<file path="src/rtl/beat_tracker_if.sv">
// ----------------------------------------------------------------------------
// beat_tracker_if
//   Bundle between the audio power source and the beat tracker.
//   The master drives the power stream and watches the beat results.
//   The slave (beat_tracker) consumes the power stream and produces the
//   results.
//
//   Signals:
//     iPow               POW_W     unsigned audio power sample
//     iPow_valid         1         iPow is valid this cycle
//     beatHit            1         one-cycle beat pulse
//     beating            1         a regular beat is currently present
//     aud_tics_per_beat  PERIOD_W  last measured beat period, in aud_clk cycles
//     period_valid       1         aud_tics_per_beat holds a measurement
// ----------------------------------------------------------------------------
interface beat_tracker_if #(
    parameter int POW_W    = 11,
    parameter int PERIOD_W = 32
);
    logic [POW_W-1:0]    iPow;
    logic                iPow_valid;
    logic                beatHit;
    logic                beating;
    logic [PERIOD_W-1:0] aud_tics_per_beat;
    logic                period_valid;

    modport master (
        output iPow, iPow_valid,
        input  beatHit, beating, aud_tics_per_beat, period_valid
    );

    modport slave (
        input  iPow, iPow_valid,
        output beatHit, beating, aud_tics_per_beat, period_valid
    );
endinterface

</file>
<file path="src/rtl/beat_tracker.sv">
// ----------------------------------------------------------------------------
// beat_tracker
//   Decides when a beat occurs in the audio power stream. A sample counts as
//   a beat when it clearly exceeds a running average of the stream and the
//   tracker is not inside the holdoff window that follows the previous beat.
//   Publishes a one-cycle beat pulse, a "beating" level and the measured
//   beat period for the dancer motion manager.
//
//   Ports:
//     aud_clk   in   audio clock, the only clock
//     reset_n   in   asynchronous active-low reset
//     bus       slave side of beat_tracker_if (power stream in, results out)
//
//   Build option:
//     BEAT_PERIOD_AVG_EN  when defined, the published period is a running
//                         two-point average of measured periods instead of
//                         the raw last period.
// ----------------------------------------------------------------------------
module beat_tracker #(
    parameter int POW_W        = 11,
    parameter int AVG_SHIFT    = 6,
    parameter int THRESH_NUM   = 3,
    parameter int THRESH_SHIFT = 1,
    parameter int MIN_POW      = 64,
    parameter int WARMUP       = 256,
    parameter int HOLDOFF      = 4096,
    parameter int TIMEOUT      = 65536,
    parameter int PERIOD_W     = 32
) (
    input  logic           aud_clk,
    input  logic           reset_n,
    beat_tracker_if.slave  bus
);

    localparam int ACC_W  = POW_W + AVG_SHIFT;
    localparam int CMP_W  = POW_W + THRESH_SHIFT + 3;
    localparam int WARM_W = $clog2(WARMUP + 1);
    localparam int K_W    = PERIOD_W + 1;

    localparam logic [WARM_W-1:0] WARM_FULL = WARM_W'(WARMUP);
    localparam logic [K_W-1:0]    HOLD_K    = K_W'(HOLDOFF);
    localparam logic [K_W-1:0]    TIMEOUT_K = K_W'(TIMEOUT);
    localparam logic [POW_W-1:0]  MIN_P     = POW_W'(MIN_POW);

    typedef enum logic {LISTEN, HOLD} state_t;

    state_t              state_q, state_d;
    logic [ACC_W-1:0]    acc_q, acc_d;
    logic [WARM_W-1:0]   warm_q, warm_d;
    logic [PERIOD_W-1:0] tic_q, tic_d;
    logic                had_q, had_d;
    logic                beatHit_q, beatHit_d;
    logic                beating_q, beating_d;
    logic [PERIOD_W-1:0] period_q, period_d;
    logic                pvalid_q, pvalid_d;

    logic [POW_W-1:0]    avg;
    logic [CMP_W-1:0]    powScaled;
    logic [CMP_W-1:0]    avgScaled;
    logic                warmed;
    logic                detectCond;
    logic [K_W-1:0]      k;
`ifdef BEAT_PERIOD_AVG_EN
    logic [K_W-1:0]      periodSum;
`endif

    // Threshold test uses the average as it stood before this sample is
    // folded in; both sides are widened so neither the shift nor the
    // multiply can truncate.
    assign avg        = POW_W'(acc_q >> AVG_SHIFT);
    assign powScaled  = CMP_W'(bus.iPow) << THRESH_SHIFT;
    assign avgScaled  = CMP_W'(avg) * CMP_W'(THRESH_NUM);
    assign warmed     = (warm_q == WARM_FULL);
    assign detectCond = bus.iPow_valid && warmed && (bus.iPow >= MIN_P) &&
                        (powScaled > avgScaled);

    // k is the number of edges since the previous beat including this one;
    // one bit wider than tic_q so a saturated counter still compares cleanly.
    assign k = {1'b0, tic_q} + K_W'(1);

`ifdef BEAT_PERIOD_AVG_EN
    assign periodSum = {1'b0, period_q} + k;
`endif

    // Next-state logic: the LISTEN/HOLD machine plus everything that moves
    // with it. A beat is the LISTEN->HOLD transition itself, so beatHit_d
    // marks the edge on which the period and timeout bookkeeping restart.
    always_comb begin
        state_d   = state_q;
        acc_d     = acc_q;
        warm_d    = warm_q;
        tic_d     = tic_q;
        had_d     = had_q;
        beatHit_d = 1'b0;
        beating_d = beating_q;
        period_d  = period_q;
        pvalid_d  = pvalid_q;

        if (bus.iPow_valid) begin
            acc_d = acc_q - (acc_q >> AVG_SHIFT) + ACC_W'(bus.iPow);
            if (!warmed) begin
                warm_d = warm_q + WARM_W'(1);
            end
        end

        case (state_q)
            LISTEN: begin
                if (detectCond) begin
                    state_d   = HOLD;
                    beatHit_d = 1'b1;
                end
            end
            HOLD: begin
                if (k == HOLD_K) begin
                    state_d = LISTEN;
                end
            end
            default: state_d = LISTEN;
        endcase

        if (beatHit_d) begin
            tic_d = '0;
        end else if (!(&tic_q)) begin
            tic_d = PERIOD_W'(k);
        end

        // A beat on the timeout edge wins but is treated like a first beat,
        // so beating is cleared on every non-qualifying beat.
        if (beatHit_d) begin
            if (had_q && (k < TIMEOUT_K)) begin
`ifdef BEAT_PERIOD_AVG_EN
                if (pvalid_q) begin
                    period_d = PERIOD_W'(periodSum >> 1);
                end else begin
                    period_d = PERIOD_W'(k);
                end
`else
                period_d = PERIOD_W'(k);
`endif
                pvalid_d  = 1'b1;
                beating_d = 1'b1;
            end else begin
                had_d     = 1'b1;
                beating_d = 1'b0;
            end
        end else if (k == TIMEOUT_K) begin
            beating_d = 1'b0;
            had_d     = 1'b0;
        end
    end

    // State register: every piece of tracker state, cleared asynchronously
    // so a reset mid-beat drops the outputs immediately.
    always_ff @(posedge aud_clk or negedge reset_n) begin
        if (!reset_n) begin
            state_q   <= LISTEN;
            acc_q     <= '0;
            warm_q    <= '0;
            tic_q     <= '0;
            had_q     <= 1'b0;
            beatHit_q <= 1'b0;
            beating_q <= 1'b0;
            period_q  <= '0;
            pvalid_q  <= 1'b0;
        end else begin
            state_q   <= state_d;
            acc_q     <= acc_d;
            warm_q    <= warm_d;
            tic_q     <= tic_d;
            had_q     <= had_d;
            beatHit_q <= beatHit_d;
            beating_q <= beating_d;
            period_q  <= period_d;
            pvalid_q  <= pvalid_d;
        end
    end

    assign bus.beatHit           = beatHit_q;
    assign bus.beating           = beating_q;
    assign bus.aud_tics_per_beat = period_q;
    assign bus.period_valid      = pvalid_q;

endmodule
</file>
<file path="src/flat_wrapper.sv">
// flat-port wrapper written by rule: the top's interface ports become plain ports
module beat_tracker_flat 
#(
    parameter int POW_W        = 11,
    parameter int AVG_SHIFT    = 6,
    parameter int THRESH_NUM   = 3,
    parameter int THRESH_SHIFT = 1,
    parameter int MIN_POW      = 64,
    parameter int WARMUP       = 256,
    parameter int HOLDOFF      = 4096,
    parameter int TIMEOUT      = 65536,
    parameter int PERIOD_W     = 32
)
  (aud_clk, reset_n, bus_iPow, bus_iPow_valid, bus_beatHit, bus_beating, bus_aud_tics_per_beat, bus_period_valid);
  beat_tracker_if #(.POW_W(POW_W), .PERIOD_W(PERIOD_W)) bus_i ();
  input  logic aud_clk;
  input  logic reset_n;
  input wire logic [$bits(bus_i.iPow)-1:0] bus_iPow;
  input wire logic [$bits(bus_i.iPow_valid)-1:0] bus_iPow_valid;
  output wire logic [$bits(bus_i.beatHit)-1:0] bus_beatHit;
  output wire logic [$bits(bus_i.beating)-1:0] bus_beating;
  output wire logic [$bits(bus_i.aud_tics_per_beat)-1:0] bus_aud_tics_per_beat;
  output wire logic [$bits(bus_i.period_valid)-1:0] bus_period_valid;
  assign bus_i.iPow = bus_iPow;
  assign bus_i.iPow_valid = bus_iPow_valid;
  assign bus_beatHit = bus_i.beatHit;
  assign bus_beating = bus_i.beating;
  assign bus_aud_tics_per_beat = bus_i.aud_tics_per_beat;
  assign bus_period_valid = bus_i.period_valid;
  beat_tracker #(.POW_W(POW_W), .AVG_SHIFT(AVG_SHIFT), .THRESH_NUM(THRESH_NUM), .THRESH_SHIFT(THRESH_SHIFT), .MIN_POW(MIN_POW), .WARMUP(WARMUP), .HOLDOFF(HOLDOFF), .TIMEOUT(TIMEOUT), .PERIOD_W(PERIOD_W)) u_core (.aud_clk(aud_clk), .reset_n(reset_n), .bus(bus_i));
endmodule
</file>
<file path="config.mk">
export PLATFORM = sky130hd
export DESIGN_NAME = beat_tracker_flat
export DESIGN_NICKNAME = d
export VERILOG_FILES = /design/src/rtl/beat_tracker_if.sv /design/src/rtl/beat_tracker.sv /design/src/flat_wrapper.sv
export SDC_FILE = /design/constraint.sdc
export NUM_CORES = 1
export LEC_CHECK = 0
export ABC_AREA = 1
export CAP_MARGIN = 10
export CORE_MARGIN = 4
export CORE_UTILIZATION = 54
export DETAILED_ROUTE_END_ITERATION = 8
export PLACE_DENSITY = 0.77
export SKIP_CTS_REPAIR_TIMING = 1
export SYNTH_ARGS = -nofsm -noshare
export SYNTH_HDL_FRONTEND = slang
export SYNTH_SLANG_ARGS = --single-unit
</file>
<file path="constraint.sdc">
create_clock -name aud_clk -period 2.9 [get_ports aud_clk]
set_clock_uncertainty 0.15 [all_clocks]
set_input_delay 0.58 -clock aud_clk [delete_from_list [all_inputs] [get_ports aud_clk]]
set_output_delay 0.58 -clock aud_clk [all_outputs]
set_load 0.02 [all_outputs]
</file>
## Yosys cells after proc, flatten, opt, wreduce, memory -nomap -nowiden

Cells that the tools add are included.

| storage, ports and cells | value |
|---|---|
| bits in registers | 95 |
| input port bits | 14 |
| output and inout bits | 35 |
| logic and storage cells | 44 |

| cells by class | value |
|---|---|
| add/subtract/negate cells | 4 |
| $mul | 1 |
| $lt $le $gt $ge | 3 |
| equal/unequal tests | 5 |
| multiplexer cells | 11 |
| bitwise logic cells | 2 |
| reductions and logical operators | 9 |

Operator list:

| kind | number |
|---|---|
| two-way mux 32 bit | 2 |
| adder 32 x 1 -> 33 bit, second input constant | 1 |
| == test 33 x 13 -> 1 bit, second input constant | 1 |
| == test 33 x 17 -> 1 bit, second input constant | 1 |
| < comparator 33 x 17 -> 1 bit, second input constant | 1 |
| AND reduction 32 bit | 1 |
| adder 17 x 11 -> 17 bit | 1 |
| subtractor 17 x 11 -> 17 bit | 1 |
| > comparator 12 x 13 -> 1 bit | 1 |
| multiplier 11 x 2 -> 13 bit, second input constant | 1 |
| >= comparator 11 x 7 -> 1 bit, second input constant | 1 |
| adder 9 x 1 -> 9 bit, second input constant | 1 |
| == test 9 bit, second input constant | 1 |
| two-way mux 1 bit | 8 |
| AND reduction 2 bit | 3 |
| logical AND 1 bit | 4 |
| != test 2 x 1 -> 1 bit, second input constant | 1 |
| != test 2 bit, second input constant | 1 |
| inverter 1 bit | 2 |
| case mux 1 bit (2 select lines) | 1 |
| nonzero test 2 bit | 1 |

## Longest topological paths before layout

| depth | value |
|---|---|
| depth in word-level cells | 8 |
| mapped depth | 22 |
| gate-level depth less buffers | 20 |

## Least setup slack after synthesis

Ideal clock, no wire load.

| path | value |
|---|---|
| path kind | register to register |
| from | register u_core.acc_q[7] |
| to | register u_core.period_q[10] (netlist: u_core.bus.aud_tics_per_beat[10]) |
| setup time | 0.117 ns |
| arrival | 2.848 ns |
| required time | 2.633 ns |
| path slack | -0.215 ns |
| stages on the path, launching flop included | 18 |
| path buffers | 1 |
| period minus slack after synthesis | 3.115 ns |
| cell sequence | dfrtp_1 -> ha_1 -> fa_1 -> a21oi_1 -> nor2_1 -> o21ai_0 -> nand2_1 -> xor2_1 -> ha_1 -> nand2_1 -> inv_1 -> nand3b_1 -> nand4_1 -> a21oi_2 -> nand3_4 -> buf_6 -> nand2_1 -> nand2_1 |

| between the ends | value |
|---|---|
| cells in the longest elaborated chain, start to end | 6 |

RTL lines:

| element | RTL line | text |
|---|---|---|
| start, declared | beat_tracker.sv:48 | `logic [ACC_W-1:0] acc_q, acc_d;` |
| start signal, assigned | beat_tracker.sv:157 | `acc_q <= '0;` |
| start signal, assigned | beat_tracker.sv:167 | `acc_q <= acc_d;` |
| multiplier 11 x 2 -> 13 bit | beat_tracker.sv:72 | `assign avgScaled = CMP_W'(avg) * CMP_W'(THRESH_NUM);` |
| > comparator 12 x 13 -> 1 bit | beat_tracker.sv:75 | `(powScaled > avgScaled);` |
| logical AND 1 bit | beat_tracker.sv:74 | `assign detectCond = bus.iPow_valid && warmed && (bus.iPow >= MIN_P) &&` |
| two-way mux 1 bit | beat_tracker.sv:108 | `if (detectCond) begin` |
| two-way mux 1 bit | beat_tracker.sv:106 | `case (state_q)` |
| AND reduction 2 bit (no line) | - |  |
| end signal, assigned | beat_tracker.sv:173 | `period_q <= period_d;` |
| end, declared | beat_tracker.sv:54 | `logic [PERIOD_W-1:0] period_q, period_d;` |

Every way passes these cells.
A chain may end at the register's enable or synchronous reset.

## Final worst setup path

| path | value |
|---|---|
| from | register u_core.acc_q[12] |
| to | register u_core.period_q[13] (netlist: u_core.bus.aud_tics_per_beat[13]) |

Same word-level chain as after synthesis.

==> flow_summary.ini <==
[critical_path]
r2r-start = u_core.acc_q[12]
slowest_delay_ps = 440
crit_required_ps = 3000
worstRegToRegCells = 20
worstSetupEndpointType = flip-flop
rr_endpoint = u_core.bus.aud_tics_per_beat[13]
path_class = reg -> reg
path_buf_inv = 4
crit_arrival_ps = 3360
critPathLaunch = u_core.acc_q[12]
r2r_slack_ps = -350
slowest_stage = dfrtp_2
cp_top_family = simple AND/OR/NAND/NOR gates
cp_max_fo = 6
start_kind = flip-flop
crit_top_cell = nand2_1
cp_cell_sequence = inv_2 -> ha_4 -> inv_4 -> a21oi_2 -> nand2_1 -> a21oi_2 -> nor2_1 -> o21ai_1 -> nand2_1 -> xor2_1 -> ha_1 -> nand2_1 -> inv_2 -> nand3b_1 -> nand4_1 -> a21oi_4 -> nand3_4 -> clkbuf_16 -> nand2_2 -> nand2_1

[run_status]
violations = setup timing
status = finished, violations left

[min_path]
hp-class = in -> async

[synthesis]
synth_top_family_by_area = simple AND/OR/NAND/NOR gates
yosys.area.top_type = dfrtp_1
synth_compound_area_share_pct = 8.007
synth-main-ff-cell = dfrtp_1
synth_area_leaders = dfrtp_1 36%, nand2_1 14%, ha_1 8.2%, inv_1 7.0%, nor2_1 4.6%
yosys_warnings = 0
synth-simple-area-share_pct = 30.11
synth_top_cell_area_share_pct = 36.14
syn_inst = 878
synth_mux_area_share_pct = 0
syn_area_per_cell_um2 = 7.493
yosys.area_share.adder_pct = 11.83
synth_edf_count = 0
synthDistinctLibCells = 37
ys_ff_latch = 95
syn-num-nets = 947
synth_area_mm2 = 0.006579
synthArstFlopShare_pct = 100.0
synth_xor_area_share_pct = 4.260
synth_seq_area_share_pct = 36.14

[detailed_routing]
via_per_inst = 5.462
drt-initial-drc-count = 570
first_pass_iters = 7
wl_per_cell_um = 15.87
routed_wl_um = 18640
drtAntennaViolNets = 0
num_vias = 6418
drc = 0

[timing]
fin_crit_sh_pct = 112.2
min_period_ps = 3254
slew_viol_final = 0
tightestPinTransition_ps = 653.9
hold_viol = 0
slew_headroom_pct = 56.35
clock.fmax_mhz = 307.3
timing.final.ws_setup_ps = -354.2
rsz0062_at_grt = yes
setup_viol = 69

[floorplan]
start_util_pct = 55.00
dieArea_mm2 = 0.01401
core-area_mm2 = 0.01196
top_level_ports = 49
die_y_um = 118.4
fp.dieW_um = 118.4
core.rowCount = 40

[power]
power.total_mw = 10.09
power_density_mw_per_mm2 = 1132
leakagePower_nw = 5.031
peakVddDrop_v = 0.001109

[placed_design]
routabilityCongestion = 0.9554
portBuffers = 48
dpl-instance-area_mm2 = 0.007910
hpwl_um = 12500
dp_worst_setup_slack_ps = -576.0

[job]
maxCapViolCount = 0

[clocking]
cts_tree = done
clkSlewWorstSetupHoldPaths_ps = 70
h-tree-depth = 3
cts_sinks = 95
cts_made_buffers = 9
cts-root-buf = clkbuf_16
clk_path_buf_depth = 2
worstSkewPairLatency_ps = 360

[final_layout]
n_antenna_cell = 0
fill_cells = 817
multiInputGateArea_mm2 = 0.004064
syn_to_final_growth_pct = 35.51
nNetsFinal = 1092
drive_above_1_share_pct = 27.04
fin_area_mm2 = 0.008915
seqCellArea_mm2 = 0.002386

[global_routing]
gr-total-overflow = 0
antenna_found_initial = 0
grt_max_degree = 56
grt_usage_pct = 23.97
grt_first_pass_wirelength_um = 27770
grt_pass1_vias = 5970
==> report_power, final <==
| group | switching [mW] | internal [mW] |
|---|---|---|
| Clock | 0.581 | 0.599 |
| Combinational | 3.61 | 3.59 |
| Sequential | 0.184 | 1.52 |
==> synth_stat cells, types with 3 or more instances <==
cell type	number
inv_1	122
nor3_1	9
nand2_1	244
nand3b_1	14
dfrtp_1	95
buf_2	4
fa_1	12
inv_2	21
buf_6	3
xor2_1	26
clkbuf_1	12
nand4_1	30
a31oi_1	19
o21ai_0	25
nand3_2	3
xnor2_1	6
nor2_4	8
nand2_2	5
o21bai_1	5
ha_1	43
nor2_2	7
nor2_1	80
nand3_1	31
a21oi_1	34
or2_2	4
==> routing by layer <==
layer / up-vias / part of all wire, % / GRT usage [%]
met5: - / 0 / 0
met4: 0 / 3.2 / 8.110
met3: 56 / 5.3 / 3.206
met2: 207 / 50 / 41.41
met1: 3074 / 41 / 31.06
li1: 3081 / - / -
==> worst max-delay path by stage <==
| stage | end | slack (ps) | cells past startpoint |
|---|---|---|---|
| final | u_core.bus.aud_tics_per_beat[13] | -350 | 20 |
| after global routing | u_core.bus.aud_tics_per_beat[3] | -500 | 20 |
| after CTS | u_core.tic_q[23] | -360 | 19 |
| after detailed placement | u_core.acc_q[9] | -580 | 13 |
| after global placement | u_core.acc_q[9] | -550 | 13 |
| after floorplan | u_core.bus.aud_tics_per_beat[10] | -30 | 17 |
==> stage by stage <==
stage,instances,hold slack [ps],utilization [%],setup TNS (ps)
after floorplan,878,134.4,-,-1338
after global placement,1141,294.8,66.13,-20010
after detailed placement,1141,298.8,66.13,-24100
after CTS,1157,68.50,68.50,-22120
after global routing,1175,97.57,74.53,-28850
final,1175,54.20,74.53,-18770
==> cells in the final DEF, fill, tap and decap left out, types with 5 or more instances in the layout <==
| cell | count |
|---|---|
| dfrtp_2 | 7 |
| buf_12 | 5 |
| nor2_4 | 9 |
| a31oi_1 | 16 |
| a21oi_1 | 15 |
| ha_4 | 15 |
| nor2_2 | 8 |
| fa_1 | 10 |
| xor2_1 | 26 |
| buf_4 | 89 |
| inv_1 | 107 |
| o21ai_1 | 10 |
| nor2_1 | 78 |
| nand2_2 | 31 |
| clkbuf_16 | 13 |
| dfrtp_1 | 88 |
| ha_1 | 28 |
| nand3_2 | 8 |
| nand3b_1 | 14 |
| clkdlybuf4s50_1 | 37 |
| dlymetal6s2s_1 | 10 |
| inv_2 | 35 |
| buf_6 | 7 |
| xnor2_1 | 6 |
| nand4_1 | 30 |
| nor3_1 | 7 |
| a21oi_2 | 16 |
| o21ai_0 | 15 |
| nand2_1 | 214 |
| nand3_1 | 26 |
==> sequential cells by signal (all words and copies together) (netlist names) <==
signal	cells
u_core.tic_q	32
u_core.acc_q	17
u_core.bus.beating	1
u_core.bus.period_valid	1
u_core.bus.aud_tics_per_beat	32
u_core.bus.beatHit	1
u_core.warm_q	9
u_core.state_q	1
u_core.had_q	1
==> cells by family after synthesis <==
group | Yosys count
fa+ha+maj | 55
simple gates | 441
flops | 95
xor+xnor | 32
compound gates | 93
buf+inv | 162
==> cell type report <==
| cell class | instances | share of cell area (%) |
|---|---|---|
| Sequential cell | 95 | 26.76 |
| Timing Repair Buffer | 153 | 16.35 |
| Clock inverter | 7 | 0.6596 |
| Clock buffer | 9 | 2.526 |
| Tap cell | 147 | 2.063 |
| Multi-Input combinational cell | 621 | 45.59 |
| Inverter | 143 | 6.049 |
Note: power is estimated with default switching activity, not from simulation.
